**config.mk**
```make
export PLATFORM = sky130hd
export DESIGN_NAME = riscv_core_rob_mp
export DESIGN_NICKNAME = d
export VERILOG_FILES = /design/src/rtl/riscv_core_rob_mp.sv
export SDC_FILE = /design/constraint.sdc
export NUM_CORES = 2
export LEC_CHECK = 0
export ABC_CLOCK_PERIOD_IN_PS = 16700
export CAP_MARGIN = 20
export CELL_PAD_IN_SITES_DETAIL_PLACEMENT = 1
export CELL_PAD_IN_SITES_GLOBAL_PLACEMENT = 2
export CORE_ASPECT_RATIO = 1.25
export CORE_MARGIN = 2
export CORE_UTILIZATION = 49
export DETAILED_ROUTE_END_ITERATION = 10
export DONT_BUFFER_PORTS = 1
export PLACE_DENSITY_LB_ADDON = 0.2
export SLEW_MARGIN = 0
export SYNTH_ARGS = -nofsm -noshare
export SYNTH_HDL_FRONTEND = slang
export SYNTH_SLANG_ARGS = --single-unit
```
**constraint.sdc**
```tcl
create_clock -name clk_i -period 16.7 [get_ports clk_i]
set_input_delay 3.34 -clock clk_i [delete_from_list [all_inputs] [get_ports clk_i]]
set_output_delay 3.34 -clock clk_i [all_outputs]
set_load 0.03 [all_outputs]
```
**src/rtl/riscv_core_rob_mp.sv**
```systemverilog
// rtl/riscv_core_rob_mp.sv - reorder buffer with multi-port writeback fill, in-order commit and operand lookup
module riscv_core_rob_mp #(
    parameter int SLOTS = 16,
    parameter int LOG_S = 4,
    parameter int DW    = 32,
    parameter int NFILL = 2
) (
    input  logic                   clk_i,
    input  logic                   reset_i,
    input  logic                   alloc_val_i,
    output logic                   alloc_rdy_o,
    input  logic                   alloc_wen_i,
    input  logic [4:0]             alloc_waddr_i,
    output logic [LOG_S-1:0]       alloc_slot_o,
    input  logic [NFILL-1:0]       fill_val_i,
    input  logic [NFILL*LOG_S-1:0] fill_slot_i,
    input  logic [NFILL*DW-1:0]    fill_data_i,
    input  logic                   commit_rdy_i,
    output logic                   commit_val_o,
    output logic                   commit_wen_o,
    output logic [4:0]             commit_waddr_o,
    output logic [LOG_S-1:0]       commit_slot_o,
    output logic [DW-1:0]          commit_data_o,
    input  logic [4:0]             lk_raddr0_i,
    input  logic [4:0]             lk_raddr1_i,
    output logic                   lk_hit0_o,
    output logic                   lk_hit1_o,
    output logic                   lk_rdy0_o,
    output logic                   lk_rdy1_o,
    output logic [LOG_S-1:0]       lk_slot0_o,
    output logic [LOG_S-1:0]       lk_slot1_o,
    output logic [DW-1:0]          lk_data0_o,
    output logic [DW-1:0]          lk_data1_o,
    input  logic                   flush_i,
    output logic [LOG_S:0]         count_o,
    output logic                   empty_o
);

    // Control state (reset) and per-slot payload (not reset)
    logic [LOG_S-1:0] head_q, head_d;
    logic [LOG_S-1:0] tail_q, tail_d;
    logic [LOG_S:0]   count_q, count_d;
    logic [SLOTS-1:0] valid_q, valid_d;
    logic [SLOTS-1:0] pending_q, pending_d;
    logic [SLOTS-1:0] wen_q;
    logic [4:0]       waddr_q [SLOTS];
    logic [DW-1:0]    data_q  [SLOTS];

    logic             alloc_go;
    logic             commit_go;
    logic [SLOTS-1:0] fill_we;
    logic [DW-1:0]    fill_wdata [SLOTS];

    logic [4:0]       lk_raddr [2];
    logic             lk_hit   [2];
    logic [LOG_S-1:0] lk_slot  [2];

    // Handshakes only look at registered state, so a same-cycle commit never frees a slot
    assign alloc_rdy_o  = (count_q != (LOG_S+1)'(SLOTS));
    assign alloc_slot_o = tail_q;
    assign commit_val_o = valid_q[head_q] && !pending_q[head_q];
    assign commit_wen_o   = wen_q[head_q];
    assign commit_waddr_o = waddr_q[head_q];
    assign commit_slot_o  = head_q;
    assign commit_data_o  = data_q[head_q];
    assign count_o = count_q;
    assign empty_o = (count_q == '0);

    assign alloc_go  = alloc_val_i && alloc_rdy_o && !flush_i;
    assign commit_go = commit_val_o && commit_rdy_i && !flush_i;

    // Writeback fills: later ports override earlier ones; fills to empty or just-allocated slots drop
    always_comb begin
        fill_we = '0;
        for (int s = 0; s < SLOTS; s++) begin
            fill_wdata[s] = '0;
        end
        for (int s = 0; s < SLOTS; s++) begin
            for (int i = 0; i < NFILL; i++) begin
                if (!flush_i && fill_val_i[i] &&
                    fill_slot_i[i*LOG_S +: LOG_S] == LOG_S'(s) &&
                    valid_q[s] && !(alloc_go && tail_q == LOG_S'(s))) begin
                    fill_we[s]    = 1'b1;
                    fill_wdata[s] = fill_data_i[i*DW +: DW];
                end
            end
        end
    end

    // Next-state for pointers, occupancy and per-slot status bits; flush overrides everything
    always_comb begin
        head_d    = head_q;
        tail_d    = tail_q;
        count_d   = count_q;
        valid_d   = valid_q;
        pending_d = pending_q;
        if (flush_i) begin
            head_d    = '0;
            tail_d    = '0;
            count_d   = '0;
            valid_d   = '0;
            pending_d = '0;
        end else begin
            pending_d = pending_q & ~fill_we;
            if (commit_go) begin
                valid_d[head_q] = 1'b0;
                head_d          = head_q + LOG_S'(1);
            end
            if (alloc_go) begin
                valid_d[tail_q]   = 1'b1;
                pending_d[tail_q] = 1'b1;
                tail_d            = tail_q + LOG_S'(1);
            end
            count_d = count_q + (LOG_S+1)'(alloc_go) - (LOG_S+1)'(commit_go);
        end
    end

    // Control registers with asynchronous clear
    always_ff @(posedge clk_i or posedge reset_i) begin
        if (reset_i) begin
            head_q    <= '0;
            tail_q    <= '0;
            count_q   <= '0;
            valid_q   <= '0;
            pending_q <= '0;
        end else begin
            head_q    <= head_d;
            tail_q    <= tail_d;
            count_q   <= count_d;
            valid_q   <= valid_d;
            pending_q <= pending_d;
        end
    end

    // Payload arrays: only meaningful while the slot is valid, so they carry no reset
    always_ff @(posedge clk_i) begin
        if (alloc_go) begin
            wen_q[tail_q]   <= alloc_wen_i;
            waddr_q[tail_q] <= alloc_waddr_i;
        end
        for (int s = 0; s < SLOTS; s++) begin
            if (fill_we[s]) begin
                data_q[s] <= fill_wdata[s];
            end
        end
    end

    assign lk_raddr[0] = lk_raddr0_i;
    assign lk_raddr[1] = lk_raddr1_i;

    // Operand lookup: walk oldest to youngest so the last match seen is the youngest writer
    always_comb begin
        for (int k = 0; k < 2; k++) begin
            lk_hit[k]  = 1'b0;
            lk_slot[k] = '0;
            for (int j = 0; j < SLOTS; j++) begin
                if (lk_raddr[k] != 5'd0 &&
                    valid_q[head_q + LOG_S'(j)] &&
                    wen_q[head_q + LOG_S'(j)] &&
                    waddr_q[head_q + LOG_S'(j)] == lk_raddr[k]) begin
                    lk_hit[k]  = 1'b1;
                    lk_slot[k] = head_q + LOG_S'(j);
                end
            end
        end
    end

    assign lk_hit0_o  = lk_hit[0];
    assign lk_hit1_o  = lk_hit[1];
    assign lk_slot0_o = lk_slot[0];
    assign lk_slot1_o = lk_slot[1];
    assign lk_rdy0_o  = !pending_q[lk_slot[0]];
    assign lk_rdy1_o  = !pending_q[lk_slot[1]];
    assign lk_data0_o = data_q[lk_slot[0]];
    assign lk_data1_o = data_q[lk_slot[1]];

endmodule

```
# After elaboration in Yosys (flattened, before gate mapping)
# Memory sizes are Yosys's and may differ from the RTL's.
# Index checks and enable logic that the tools add are counted.
# Widths: inputs -> output; s select.
# word_totals
ff_bits	61
latchBits	0
mem_bits_rw	592
mem_bits_ro	0
word_cells	624
mem_count	2
# op_classes
add_sub_neg	18
n_mul	0
div_mod_pow	0
order_cmp	21
n_eq_ne	78
shift	0
mux	248
n_bitwise	6
n_reduce_logical	245
# memory_table
name	depth	width	rd	rd_clocked_by_memory_dff	wr	line	text
data_q	16	32	3	0	16	47	logic [DW-1:0] data_q [SLOTS];
waddr_q	16	5	16	0	1	46	logic [4:0] waddr_q [SLOTS];
# op_table
operator	n
$mux 32	32
$logic_and 1x1->1	217
$eq 5x5->1	32
$mux 4	36
$bmux 1 s4	35
$mux 1	135
$eq 4x4->1 const B	24
$mux 16	6
$lt 4x5->1 const B	19
$eq 4x3->1 const B	12
$add 4x4->4 const B	8
$and 16x16->16	2
$not 16->16	2
$or 16x16->16	2
$eq 4x2->1 const B	6
$logic_not 1->1	20
$add 4x3->4 const B	4
$bwmux 16	1
$eq 4x1->1 const B	3
$logic_not 4->1	3
$reduce_bool 5->1	2
$add 4x1->4 const B	2
$add 4x2->4 const B	2
$demux 1 s4	2
7 further kinds	9

# Logic depth before layout (Yosys ltp)
# depth
depth_word	24
ltp_mapped	29
mapped_depth_nobuf	17

# Worst setup path before layout
# No wires, ideal clock.
# synth_timing
path_type	flip-flop to output port
from	reg head_q[2] (netlist: commit_slot_o[2])
to	out lk_rdy0_o
arrival_ns	7.516
required_time_ns	13.360
slack_ns	5.844
stages_incl_launch_ff	29
cell_sequence	dfrtp_1 buf_4 inv_1 clkbuf_1 clkbuf_1 buf_1 clkbuf_1 ha_1 buf_2 buf_2 buf_1 buf_2 mux4_2 mux2i_1 xor2_1 o211ai_1 or3_1 clkbuf_2 nand2_1 a221o_1 o221ai_1 a311oi_1 nor2_1 inv_1 and2_1 clkbuf_1 buf_2 a221oi_1 mux2i_1
# synth_between
elab_chain_len	24
word_cells_on_any_way	163
cone_classes	15 x add/sub; 16 x eq/ne; 82 x mux; 49 x reduce/logical; 1 x memory
# synth_lines
item	line	text
start, declared	40	logic [LOG_S-1:0] head_q, head_d;
start signal, assigned	121	head_q <= '0;
start signal, assigned	127	head_q <= head_d;
branches (longest 20 deep; another with $mem_v2 16x5)	-	
$mux 4 (*)	157	if (lk_raddr[k] != 5'd0 &&
net lk_slot0_o[1]	30	output logic [LOG_S-1:0] lk_slot0_o,
$bmux 1 s4 (*)	172	assign lk_rdy0_o = !pending_q[lk_slot[0]];
$mux 1 (implied by the code) (*)	172	
$logic_not 1->1 (*)	172	
end, declared	28	output logic lk_rdy0_o,
# Mark *: on every way through the listed nets, which the timed path passes. The select of a mux whose other input is x is not followed.

# Worst setup path after layout
# layout_timing
from	reg head_q[1] (netlist: commit_slot_o[1])
to	out lk_rdy0_o
# layout_between
elab_chain_len	24
word_cells_on_any_way	163
cone_classes	15 x add/sub; 16 x eq/ne; 82 x mux; 49 x reduce/logical; 1 x memory
# layout_lines
item	line
branches (longest 20 deep; another with $mem_v2 16x5)	-
$mux 4 (*)	157
net lk_slot0_o[1]	30
$bmux 1 s4 (*)	172
$mux 1 (implied by the code) (*)	172
$logic_not 1->1 (*)	172
# Marked as above.

==> flow_metrics.tcl <==
set metrics [dict create \
    status "completed" \
    synth_largest_area_cell "edfxtp_1" \
    min_period_ns 13.49 \
    worst_setup_path_start_kind "flop" \
    placedInstanceArea_um2 52000 \
    grt_max_degree 127 \
    arrival_ns 10.15 \
    clock-sinks 653 \
    multi_input_area_um2 29700 \
    grt_pass1_vias 42300 \
    hpwlAfterDp_um 139000 \
    critPathLaunch "commit_slot_o[1]$_DFFE_PP0P_" \
    first_iter_violations 4611 \
    num_io_pins 225 \
    cp-end-kind "primary output" \
    skew_ns 0.0400 \
    antenna_found_initial 1 \
    ys_seq_elements 653 \
    cap_violations 0 \
    worstSetupPathType "reg -> out" \
    grt_pass1_wl_um 313000 \
    power_mw 4.19 \
    critPathRequiredTime_ns 13.36 \
    clkLatencyLatePin_ns 0.68 \
    hold_viol 0 \
    h-tree-depth 3 \
    drc 0 \
    worstRegToRegCells 16 \
    dp_slack_ns 4.12 \
    rsz0062_at_grt "no" \
    cts_buffer_depth 3 \
    p_sw_share_pct 27.6 \
    routabilityCongestion 1.04 \
    ir_drop_uv 87.3 \
    worstMarginPinSlew_ns 1.22 \
    fmax_mhz 74.1 \
    ctsResizeCount 0 \
    seqCellArea_um2 19400 \
    drtPass1Iterations 6 \
    layout-drive-gt1-share_pct 20.8 \
    syn_nets 4327 \
    area_growth_pct 6.88 \
    leakage_nw 19.3 \
    relSlewSlack_pct 18.4 \
    hold_depth 2 \
    cts_tree "built" \
    synth-main-ff-cell "edfxtp_1" \
    rows 132 \
    cts_hold_buf 0 \
    die_area_um2 107000 \
    power_density_nw_per_um2 77.0 \
    routedWlPerCell_um 42.0 \
    synth_cells 4208 \
    synth_area_leaders "edfxtp_1 (36%), mux4_2 (15%), mux2i_1 (13%)" \
    intPower_mw 3.03 \
    cts_setup_buffers 0 \
    grt_use_total_pct 41.2 \
    final_util_pct 52.6 \
    finalWirelength_um 223000 \
    yosysWarnings 0 \
    layout_setup_ws_ns 3.21 \
    grt-ovfl-total 0 \
    synth_commonest_cells "mux2i_1 (656), edfxtp_1 (608), a22o_1 (550)" \
    fin_setup_tns_ns 0 \
    fin_area_um2 54400 \
    antenna_left 0 \
    critPathCapture "lk_rdy0_o" \
    setup_viol 0 \
    coreArea_um2 103000 \
    fillers 10300 \
    synthMostInstantiatedCell "mux2i_1" \
    via_per_inst 7.71 \
    timing.rr.start "commit_slot_o[0]$_DFFE_PP0P_" \
    synth_top_area_share_pct 35.9 \
    yosysSeqAreaShare_pct 38.1 \
    syn_avg_cell_area_um2 12.1 \
    via_count 40900 \
    hp-class "reg -> reg" \
    dp_cells 5175 \
    fin_crit_sh_pct 80.8 \
    r2r_slack_ns 11.45 \
    p_clk_share_pct 40.6 \
    initial_core_util_pct 49.2 \
    path_clk_slew_ns 0.07 \
    syn_area_um2 50900 \
    synth_edf_count 608 \
    async_flop_share_pct 6.89 \
    die_y_um 364 \
    combPwrFrac_pct 16.4 \
    fin_hold_ws_ns 0.592 \
    p_seq_share_pct 43.0 \
    die_x_um 292 \
    layout.nets 4028 \
    cts_buffers 72 \
    switchingPower_mw 1.16 \
    maxSlewViolCount 0 \
    instances_no_fill 5306 \
    r2r-end "count_o[4]$_DFF_PP0_" \
    synthDistinctLibCells 89 \
    portBuffers 0 \
    path_max_fanout 55 \
    root_buffer "clkbuf_16" \
]
## metal layers
layer  track usage [%]  routed length (µm)
met3              10.7               22000
met4              30.5               18700
met2              68.0              106000
met5                 0                   0
met1              46.1               76400
## layout by cell type, fill, tap and decap left out, types with 49 or more instances in the layout
cell type	instances
mux2i_1	656
edfxtp_1	608
a22o_1	550
mux4_2	345
nand2_1	197
mux2_2	135
buf_4	126
nor2_1	123
xnor2_1	118
a21oi_1	90
clkbuf_16	74
o22ai_1	69
a221oi_1	69
nand3_1	64
xor2_1	62
o21ai_0	49
## flip-flops by register name, indices dropped and copies added, names as in the netlist
| register | cells |
|---|---|
| count_o | 5 |
| data_q | 512 |
| waddr_q | 80 |
| wen_q | 16 |
| alloc_slot_o | 4 |
| commit_slot_o | 4 |
| pending_q | 16 |
| valid_q | 16 |
## layout make-up
type                    count  share of cell area (%)
repair buffers            131                    1.89
diodes                      1                 0.00460
clock buffers              84                    3.47
well taps                1340                    3.08
inverters                  33                   0.232
multi-input cells        3018                    54.6
flip-flops and latches    653                    35.6
clock inverters            46                    1.03
## worst max-delay path, cell delays in order, from the launching register on
cell and delay [ns]:
dfrtp_4 0.93, inv_2 0.53, ha_4 0.98, buf_4 0.60
mux4_2 0.44, mux4_2 0.56, xor2_1 0.18, nor4_1 0.64
nand4_1 0.65, nand2_1 0.32, a221o_1 0.14, o221ai_1 0.11
a311oi_1 0.69, nor2_1 0.19, inv_1 0.30, and2_4 0.46
buf_4 0.75, a221oi_1 0.21, mux2i_1 0.65
## power groups by stage
stage	registers [mW]	clock network (mW)	logic (mW)
floorplan	1.83	0	0.555
global placement	1.84	0	0.663
detailed placement	1.84	0	0.673
CTS	1.80	1.71	0.675
global route	1.80	1.77	0.715
finish	1.80	1.70	0.685
## worst min-delay path by stage
stage / from / end / slack, ns
2_1_floorplan: valid_q[3]$_DFF_PP0_ / valid_q[3]$_DFF_PP0_ / 0.52
3_3_place_gp: pending_q[11]$_DFF_PP0_ / pending_q[11]$_DFF_PP0_ / 0.58
3_5_place_dp: pending_q[15]$_DFF_PP0_ / pending_q[15]$_DFF_PP0_ / 0.58
4_1_cts: pending_q[15]$_DFF_PP0_ / pending_q[15]$_DFF_PP0_ / 0.60
5_1_grt: pending_q[15]$_DFF_PP0_ / pending_q[15]$_DFF_PP0_ / 0.63
6_report: pending_q[15]$_DFF_PP0_ / pending_q[15]$_DFF_PP0_ / 0.59
## logic make-up (layout without fill, tap and decap cells)
group	Yosys count	after routing	synth area share [%]
xor+xnor	190	190	3.34
fa+ha+maj	24	24	0.605
other cells	0	1	0
buf+inv	537	294	4.53
simple gates	669	669	6.49
compound gates	961	961	15.0
flops	653	653	38.1
mux	1174	1174	32.0
(Power assumes the default switching activity.)
